$ cat src/rtl/serial_adder_pkg.sv
// serial_adder_pkg: shared FSM state encoding for the bit-serial adder controller
package serial_adder_pkg;
    typedef enum logic [1:0] {
        ST_IDLE = 2'd0,
        ST_RUN  = 2'd1,
        ST_DONE = 2'd2
    } state_e;
endpackage

$ cat src/rtl/serial_adder_ctrl_fa.sv
// serial_adder_ctrl_fa: combinational 1-bit full-adder cell
module serial_adder_ctrl_fa (
    input  logic a,
    input  logic b,
    input  logic cin,
    output logic sum,
    output logic cout
);
    assign sum  = a ^ b ^ cin;
    assign cout = (a & b) | (cin & (a ^ b));
endmodule

$ cat src/rtl/serial_adder_ctrl.sv
// serial_adder_ctrl: bit-serial WIDTH-bit adder, one bit per clock LSB first, valid/ready in and out
module serial_adder_ctrl
    import serial_adder_pkg::*;
#(
    parameter int WIDTH = 8
) (
    input  logic             clk,
    input  logic             rst_n,
    input  logic             in_valid,
    output logic             in_ready,
    input  logic [WIDTH-1:0] op_a,
    input  logic [WIDTH-1:0] op_b,
    input  logic             cin,
    output logic             out_valid,
    input  logic             out_ready,
    output logic [WIDTH-1:0] sum,
    output logic             cout,
    output logic             busy
);
    localparam int CW = $clog2(WIDTH + 1);
    localparam logic [CW-1:0] LAST = CW'(WIDTH - 1);
    state_e state_q, state_d;
    logic [WIDTH-1:0] sh_a_q, sh_a_d, sh_b_q, sh_b_d, sum_q, sum_d;
    logic [CW-1:0] cnt_q, cnt_d;
    logic carry_q, carry_d, in_ready_q, busy_q, out_valid_q, fa_s, fa_co;

    serial_adder_ctrl_fa u_fa (
        .a   (sh_a_q[0]),
        .b   (sh_b_q[0]),
        .cin (carry_q),
        .sum (fa_s),
        .cout(fa_co)
    );

    always_comb begin
        state_d = state_q;
        sh_a_d  = sh_a_q;
        sh_b_d  = sh_b_q;
        sum_d   = sum_q;
        carry_d = carry_q;
        cnt_d   = cnt_q;
        case (state_q)
            ST_IDLE: if (in_valid) begin
                sh_a_d  = op_a;
                sh_b_d  = op_b;
                carry_d = cin;
                cnt_d   = '0;
                state_d = ST_RUN;
            end
            ST_RUN: begin
                // new sum bit enters at the MSB so bit 0 lands at position 0 after WIDTH shifts
                sum_d   = (sum_q >> 1) | (WIDTH'(fa_s) << (WIDTH - 1));
                sh_a_d  = sh_a_q >> 1;
                sh_b_d  = sh_b_q >> 1;
                carry_d = fa_co;
                cnt_d   = cnt_q + 1'b1;
                state_d = (cnt_q == LAST) ? ST_DONE : ST_RUN;
            end
            ST_DONE: state_d = out_ready ? ST_IDLE : ST_DONE;
            default: state_d = ST_IDLE;
        endcase
    end

    always_ff @(posedge clk) begin
        if (!rst_n) begin
            state_q     <= ST_IDLE;
            sh_a_q      <= '0;
            sh_b_q      <= '0;
            sum_q       <= '0;
            carry_q     <= 1'b0;
            cnt_q       <= '0;
            in_ready_q  <= 1'b1;
            busy_q      <= 1'b0;
            out_valid_q <= 1'b0;
        end else begin
            state_q     <= state_d;
            sh_a_q      <= sh_a_d;
            sh_b_q      <= sh_b_d;
            sum_q       <= sum_d;
            carry_q     <= carry_d;
            cnt_q       <= cnt_d;
            in_ready_q  <= state_d == ST_IDLE;
            busy_q      <= state_d == ST_RUN;
            out_valid_q <= state_d == ST_DONE;
        end
    end

    assign in_ready  = in_ready_q;
    assign busy      = busy_q;
    assign out_valid = out_valid_q;
    assign sum       = sum_q;
    assign cout      = carry_q;
endmodule

$ cat config.mk
export PLATFORM = sky130hd
export DESIGN_NAME = serial_adder_ctrl
export DESIGN_NICKNAME = d
export VERILOG_FILES = /design/src/rtl/serial_adder_pkg.sv /design/src/rtl/serial_adder_ctrl_fa.sv /design/src/rtl/serial_adder_ctrl.sv
export SDC_FILE = /design/constraint.sdc
export NUM_CORES = 1
export LEC_CHECK = 0
export ABC_AREA = 0
export CAP_MARGIN = 0
export CORE_MARGIN = 10
export CORE_UTILIZATION = 43
export CTS_CLUSTER_SIZE = 10
export DETAILED_ROUTE_END_ITERATION = 8
export PLACE_DENSITY = 0.77
export SLEW_MARGIN = 25
export SYNTH_ARGS = -nofsm -noshare
export SYNTH_HDL_FRONTEND = slang
export SYNTH_HIERARCHICAL = 1
export SYNTH_SLANG_ARGS = --single-unit
$ cat constraint.sdc
create_clock -name clk -period 1.2 [get_ports clk]
set_clock_uncertainty 0.1 [all_clocks]
set_input_delay 0.24 -clock clk [delete_from_list [all_inputs] [get_ports clk]]
set_output_delay 0.24 -clock clk [all_outputs]
set_load 0.03 [all_outputs]
==> qor.yml, run 1 <==
yosysMostFrequentCell: "dfxtp_1"
final_cells: 243
yosys_warnings: 6
insertedDiodeCount: 0
slowest_stage: "dfxtp_4"
dieArea_mm2: 0.00575
place_area_mm2: 0.00174
crit_arrival_ns: 1.40
power.total_mw: 2.34
whs_ns: 0.373
io_pins: 33
setup_violations: 20
grt_pass1_vias: 1306
setup.worst_path.end: "sh_b_q[4]$_SDFFE_PN0P_"
cp_max_fo: 7
dominantRegCellSynth: "dfxtp_1"
syn_avg_cell_area_um2: 8.99
synth_fp_nets: 172
period_minus_slack_ns: 1.26
worstPathRequired_ns: 1.33
grt_pass1_wl_um: 5820
fin_area_mm2: 0.00204
ys_seq_area_share_pct: 50.8
drive_above_1_share_pct: 37.7
synthCells: 149
clkLatencyLatePin_ns: 0.35
reg2reg_depth: 4
critical_path_buf_inv_count: 2
path_cells: "buf_8 > clkinvlp_4 > o22ai_2 > a21oi_2"
p_per_area_mw_per_mm2: 1150
grt_setup_unrepaired: "yes"
clk_pin_slew_ns: 0.11
maxSlewViolCount: 0
grt_start_max_net_pins: 15
numPortBuffers: 32
die_w_um: 75.8
grt_usage_pct: 13.1
clock_path_buffers: 2
hold_viol: 0
yosys.cell_types.count: 28
crit_family: "flip-flops"
gp_congestion: 0.796
worstSetupPathDepth: 4
first_pass_iters: 4
n_fill_cell: 250
dpl.hpwl_um: 2490
netlist.area_leader.share_pct: 50.8
drtIter0Drc: 110
grt-ovfl-total: 0
max_stage_delay_ns: 0.38
cap_violations: 0
cts_tree: "built"
cts.sinks: 34
synth-seq-cells: 34
final_nets: 221
die_h_um: 75.8
start_util_pct: 44.2
r2r_start: "state_q[0]$_SDFF_PN0_"
root_buffer: "clkbuf_4"
synth_area_mm2: 0.00134
antenna_found_initial: 0
route.antenna.remaining_nets: 0
crit_start: "state_q[0]$_SDFF_PN0_"
critical_path_class: "flip-flop to flip-flop"
rows: 20
synth_common_cells: "34 x dfxtp_1, 25 x a21oi_1, 19 x nand2_1, 16 x o21ai_0, 14 x o22ai_1"
area_delta_synth_final_pct: 52.1
dpl.cell_count: 229
drc_errors: 0
fmax_mhz: 793
worst_slew_pin_slew_ns: 0.382
wirelength_um: 3930
wl_per_cell_um: 16.2
async_reset_ff_share_pct: 0
slew_headroom_pct: 74.5
status: "finished, violations left"
vdd_ir_drop_max_v: 0.000827
htree_levels: 2
crit_path_end_kind: "flip-flop"
synth.area.top_cells: "dfxtp_1 51%, a21oi_1 9.3%, o22ai_1 6.5%"
pre_cts_slack_ns: -0.313
via_per_inst: 5.51
synth_edf_count: 0
violations: "setup timing"
ctsHoldBuffers: 0
cts_made_buffers: 5
synth_top_area_cell: "dfxtp_1"
start_kind: "flip-flop"
rrSetupSlack_ns: -0.06
worst_slack_ns: -0.0611
core_area_mm2: 0.00303
fin_crit_sh_pct: 105
p_leak_nw: 0.785
hold_path.class: "flip-flop to flip-flop"
via_count: 1339
r2r_end: "sh_b_q[4]$_SDFFE_PN0P_"
placed cells by master (no fill, tap or decap), types with 2 or more instances in the layout:
cell / netlist / final
dfxtp_1: 34 / 22
clkdlybuf4s50_1: 0 / 19
a21oi_1: 25 / 17
nand2_1: 19 / 17
buf_4: 2 / 16
buf_6: 2 / 11
o22ai_1: 14 / 8
o21ai_0: 16 / 8
o21ai_1: 0 / 8
a21oi_2: 0 / 8
dfxtp_2: 0 / 8
o22ai_2: 0 / 6
nor2_1: 6 / 6
clkbuf_4: 0 / 5
dfxtp_4: 0 / 4
inv_1: 4 / 3
clkinvlp_4: 0 / 2
o21ba_4: 1 / 2
a41oi_1: 3 / 2
nor3b_1: 2 / 2
a22oi_2: 0 / 2
nand3_1: 2 / 2
flip-flops by register name (all words and copies together), names as in the netlist:
| register | flops |
|---|---|
| sh_a_q | 8 |
| sh_b_q | 8 |
| sum | 8 |
| cnt_q | 4 |
| state_q | 2 |
| busy | 1 |
| cout | 1 |
| in_ready | 1 |
| out_valid | 1 |
cells by family after synthesis:
family | share of synthesized area [%]
compound gates | 28.5
fa+ha+maj | 2.43
buf+inv | 5.51
flops | 50.8
mux | 0.748
simple gates | 12.0
what timing repair did:
item                                    CTS  global route
setup buffers                             0             3
gates cloned                              2             1
endpoints found under the setup margin   41            43
pin swaps                                 1             8
resized for setup                        25            38
per-stage QoR:
| step | util, % | setup TNS, ns |
|---|---|---|
| global placement | 57.4 | -7.51 |
| global route | 67.3 | -2.39 |
| floorplan | - | 0 |
| CTS | 62.1 | -0.277 |
| detailed placement | 57.4 | -8.34 |
| finish | 67.3 | -0.590 |
cell type report:
class / instances / area, um^2 / area share [%]
repair buffers: 49 / 482 / 23.6
repair inverters: 1 / 7.51 / 0.369
clock inverters: 1 / 5.00 / 0.246
clock buffers: 7 / 55.1 / 2.70
inverters: 4 / 18.8 / 0.921
well taps: 44 / 55.1 / 2.70
flip-flops and latches: 34 / 706 / 34.6
multi-input cells: 103 / 708 / 34.8
metal layers:
layer,vias to the layer above,GRT usage (%),wire (um)
met5,-,0,0
met4,0,5.36,74
met3,8,5.73,262
met2,49,21.3,1960
met1,645,14.6,1630
li1,637,-,-
where the power goes:
part           switching (mW)  internal (mW)
Clock                   0.393          0.284
Combinational           0.211          0.217
Sequential             0.0461           1.19
Total                   0.650           1.69
worst reg2reg max path, delay by kind of cell, from the launching register on:
kind            cells  cell delay (ns)
buf+inv             2             0.35
flops               1             0.38
compound gates      2             0.32
how the worst min path moves through the flow:
stage	depth (start not counted)	from	endpoint	slack, ns
final	2	sum[5]$_SDFFE_PN0P_	sum[4]$_SDFFE_PN0P_	0.37
after global routing	2	sum[5]$_SDFFE_PN0P_	sum[4]$_SDFFE_PN0P_	0.40
after CTS	2	sum[6]$_SDFFE_PN0P_	sum[5]$_SDFFE_PN0P_	0.37
after detailed placement	2	sum[5]$_SDFFE_PN0P_	sum[4]$_SDFFE_PN0P_	0.36
after global placement	2	sum[0]$_SDFFE_PN0P_	sum[0]$_SDFFE_PN0P_	0.34
after floorplan	2	rst_n	sh_a_q[5]$_SDFFE_PN0P_	0.28
Note: power is estimated with default switching activity, not from simulation.
==> run 2, diff against run 1 <==
- TNS_END_PERCENT: not set -> 5
==> qor.yml, run 2 (synthesis results as in run 1) <==
status: "finished, violations left"
violations: "setup timing"
clock_path_buffers: 2
route.antenna.remaining_nets: 0
whs_ns: 0.367
via_count: 1289
grt_usage_pct: 13.1
drtIter0Drc: 97
grt_pass1_wl_um: 5820
dieArea_mm2: 0.00575
root_buffer: "clkbuf_4"
setup.worst_path.end: "cout$_SDFFE_PN0P_"
rows: 20
r2r_end: "cout$_SDFFE_PN0P_"
post_cts_buffers: 0
cap_violations: 0
insertedDiodeCount: 0
worstPathRequired_ns: 1.37
antenna_found_initial: 0
die_h_um: 75.8
maxSlewViolCount: 0
rrSetupSlack_ns: -0.07
numPortBuffers: 32
start_kind: "flip-flop"
area_delta_synth_final_pct: 47.5
grt_pass1_vias: 1308
crit_arrival_ns: 1.44
setup_violations: 11
postLayoutCoreUtil_pct: 65.2
hold_path.class: "flip-flop to flip-flop"
reg2reg_depth: 5
clk_pin_slew_ns: 0.11
crit_start: "state_q[0]$_SDFF_PN0_"
layout_commonest_cell: "dfxtp_1"
vdd_ir_drop_max_v: 0.000805
slew_headroom_pct: 76.2
clkLatencyLatePin_ns: 0.35
core_area_mm2: 0.00303
via_per_inst: 5.37
drive_above_1_share_pct: 32.1
grt-ovfl-total: 0
final_cell_mix: "23 x dfxtp_1, 19 x a21oi_1, 19 x clkdlybuf4s50_1, 18 x nand2_1"
final_nets: 218
start_util_pct: 44.2
p_per_area_mw_per_mm2: 1170
dpl.hpwl_um: 2490
fmax_mhz: 790
cts_tree: "built"
grt_start_max_net_pins: 15
htree_levels: 2
grt_setup_unrepaired: "yes"
crit_path_end_kind: "flip-flop"
fin_crit_sh_pct: 106
critical_path_class: "flip-flop to flip-flop"
period_minus_slack_ns: 1.27
p_leak_nw: 0.758
die_w_um: 75.8
first_pass_iters: 4
worst_slew_pin_slew_ns: 0.356
worst_slack_ns: -0.0664
gp_congestion: 0.796
cts_made_buffers: 5
wirelength_um: 3610
io_pins: 33
cp_max_fo: 7
r2r_start: "state_q[0]$_SDFF_PN0_"
drc_errors: 0
cts.sinks: 34
hold_viol: 0
wl_per_cell_um: 15.0
[run 2: changes by cell type in the layout (fill, tap and decap cells not counted), moves of 2 or more]
| cell | before | now |
|---|---|---|
| a21oi_1 | 17 | 19 |
| o22ai_2 | 6 | 2 |
| o22ai_1 | 8 | 12 |
| o21ai_0 | 8 | 6 |
| buf_4 | 16 | 12 |
| a21oi_2 | 8 | 6 |
| o21ai_1 | 8 | 10 |
[run 2: metal layers]
metal / GRT usage (%) / share of wire (%) / up-vias / wire (um)
li1: - / - / 634 / -
met1: 14.6 / 43 / 613 / 1550
met2: 21.3 / 49 / 35 / 1760
met3: 5.73 / 6.5 / 7 / 235
met4: 5.36 / 1.6 / 0 / 59
met5: 0 / 0 / - / 0
[run 2: how the worst min path moves through the flow]
stage                        start                      to  slack (ns)  cells after the start
6_report       sum[5]$_SDFFE_PN0P_     sum[4]$_SDFFE_PN0P_        0.37                      2
5_1_grt        sum[5]$_SDFFE_PN0P_     sum[4]$_SDFFE_PN0P_        0.40                      2
4_1_cts        sum[6]$_SDFFE_PN0P_     sum[5]$_SDFFE_PN0P_        0.37                      2
3_5_place_dp   sum[5]$_SDFFE_PN0P_     sum[4]$_SDFFE_PN0P_        0.36                      2
3_3_place_gp   sum[0]$_SDFFE_PN0P_     sum[0]$_SDFFE_PN0P_        0.34                      2
2_1_floorplan                rst_n  sh_a_q[5]$_SDFFE_PN0P_        0.28                      2
[run 2: layout make-up]
type,count,area [um^2]
Tap cell,44,55.1
Clock inverter,1,5.00
Inverter,4,18.8
Timing Repair inverter,1,7.51
Clock buffer,7,55.1
Timing Repair Buffer,46,463
Sequential cell,34,702
Multi-Input combinational cell,103,668
Fill cell,252,1050
[run 2: repair_timing]
action | CTS | global route
pin swaps | 1 | 5
setup endpoints to repair | 41 | 43
cloned | 2 | 1
hold buffers | 0 | 0
resized for setup | 24 | 32
[run 2: report_power, final]
group	internal (mW)	switching, mW
Combinational	0.205	0.193
Clock	0.284	0.385
Sequential	1.19	0.0439
Total	1.68	0.622
[run 2: per-stage QoR]
step	total power [mW]	setup WS [ns]	std cells	setup TNS (ns)	cell area [um^2]
after floorplan	1.44	0.00253	149	0	1340
after global routing	2.42	-0.127	240	-2.26	1970
after global placement	1.58	-0.285	229	-7.51	1740
final	2.30	-0.0664	240	-0.424	1970
after detailed placement	1.60	-0.313	229	-8.34	1740
after CTS	2.28	-0.0328	239	-0.298	1880
[run 2: critical path: stages (launching register included)]
cell     delay [ns]
dfxtp_4        0.38
buf_8          0.14
and2b_2        0.24
buf_6          0.14
nand2_1        0.06
a21oi_2        0.12
==> run 3, diff against run 2 <==
- CORE_ASPECT_RATIO: not set -> 0.7
- CORE_MARGIN: 10 -> 3
==> qor.yml, run 3 (synthesis results as in run 1) <==
grt_pass1_vias: 1240
clkLatencyLatePin_ns: 0.29
ctsHoldBuffers: 0
final_cells: 231
wl_per_cell_um: 15.3
power.total_mw: 2.64
numPortBuffers: 32
grt_setup_unrepaired: "yes"
gp_congestion: 0.803
maxSlewViolCount: 0
via_per_inst: 5.58
via_count: 1290
cts.sinks: 34
period_minus_slack_ns: 1.23
violations: "setup timing"
worstPathRequired_ns: 1.28
htree_levels: 2
first_pass_iters: 4
hold_viol: 0
cap_violations: 0
worst_slew_pin_slew_ns: 0.271
die_h_um: 52.7
p_leak_nw: 0.746
worst_slack_ns: -0.0302
drc_errors: 0
clock_path_buffers: 2
dpl.cell_count: 220
setup_violations: 4
n_fill_cell: 232
grt_usage_pct: 20.8
io_pins: 33
start_util_pct: 46.4
fin_crit_sh_pct: 103
cts_tree: "built"
dpl.hpwl_um: 2360
layout_commonest_cell: "dfxtp_1"
drive_above_1_share_pct: 27.2
vdd_ir_drop_max_v: 0.000778
crit_arrival_ns: 1.31
p_per_area_mw_per_mm2: 1370
grt_start_max_net_pins: 15
hold_path.class: "flip-flop to flip-flop"
clk_pin_slew_ns: 0.06
cp_max_fo: 8
slew_headroom_pct: 81.8
start_kind: "flip-flop"
r2r_start: "state_q[0]$_SDFF_PN0_"
fmax_mhz: 813
dieArea_mm2: 0.00383
area_delta_synth_final_pct: 44.3
root_buffer: "clkbuf_8"
rows: 16
critical_path_class: "flip-flop to flip-flop"
min-delay-start: "sum[0]$_SDFFE_PN0P_"
wirelength_um: 3540
grt-ovfl-total: 0
crit_path_end_kind: "flip-flop"
antenna_found_initial: 0
insertedDiodeCount: 0
grt_pass1_wl_um: 5840
route.antenna.remaining_nets: 0
final_nets: 217
core_area_mm2: 0.00288
die_w_um: 72.7
final_cell_mix: "29 x dfxtp_1, 24 x a21oi_1, 20 x buf_4, 19 x nand2_1, 19 x clkdlybuf4s50_1"
cts_made_buffers: 5
status: "finished, violations left"
crit_start: "state_q[0]$_SDFF_PN0_"
drtIter0Drc: 100
run 3: cell count changes in the layout (fill, tap and decap cells not counted), moves of 4 or more:
| cell | change |
|---|---|
| buf_6 | -9 |
| buf_4 | +8 |
| dfxtp_1 | +6 |
| a21oi_1 | +5 |
| a21oi_2 | -5 |
| clkbuf_4 | -5 |
| o21ai_0 | +5 |
| o21ai_1 | -5 |
| clkbuf_8 | +4 |
| dfxtp_2 | -4 |
run 3: repair_timing:
item / CTS / global route
setup endpoints to repair: 32 / 34
gates resized for setup: 17 / 9
pin swaps: 2 / 4
cloned: 2 / 0
setup buffers: 1 / 0
run 3: area by class of cell:
type	instances	area (um^2)	share of cell area [%]
Clock buffer	5	68.8	3.56
Multi-Input combinational cell	103	639	33.1
Inverter	4	18.8	0.972
Timing Repair inverter	1	7.51	0.389
Tap cell	36	45.0	2.33
Sequential cell	34	689	35.7
Timing Repair Buffer	45	423	21.9
Clock inverter	3	40.0	2.07
run 3: through the flow:
stage	setup slack (ns)	utilization (%)	hold WS (ns)	cell area, um^2	TNS, ns
6_report	-0.0302	67.0	0.360	1930	-0.0470
5_1_grt	-0.0982	67.0	0.387	1930	-1.30
4_1_cts	-0.0110	66.5	0.362	1920	-0.0181
3_5_place_dp	-0.352	60.1	0.353	1730	-8.60
3_3_place_gp	-0.276	60.1	0.344	1730	-7.32
2_1_floorplan	0.00253	-	0.278	1340	0
run 3: layer usage:
metal / vias to the layer above / global-route usage (%) / wire length [um]
li1: 628 / - / -
met1: 617 / 25.8 / 1640
met2: 41 / 33.1 / 1660
met3: 4 / 8.81 / 222
met4: 0 / 5.52 / 20
met5: - / 0 / 0
run 3: critical path, stage by stage, from the launching register on:
cell and delay, ns:
dfxtp_2 0.35, buf_6 0.16, o21bai_1 0.07, buf_4 0.18, a22oi_2 0.19, nor2_1 0.07
run 3: worst paths after layout:
path                                               end  slack [ns]  cells after the start
worst max register to register  sh_a_q[7]$_SDFFE_PN0P_       -0.03                      5
worst min register to register     sum[0]$_SDFFE_PN0P_        0.36                      2
worst min-delay path               sum[0]$_SDFFE_PN0P_        0.36                      2
worst max-delay path            sh_a_q[7]$_SDFFE_PN0P_       -0.03                      5
run 3: report_power, final:
part | switching, mW | total, mW | internal, mW | leakage (nW)
registers | 0.0426 | 1.24 | 1.19 | 0.282
clock network | 0.416 | 1.03 | 0.610 | 0.0579
logic | 0.191 | 0.382 | 0.191 | 0.406
total | 0.649 | 2.64 | 1.99 | 0.746
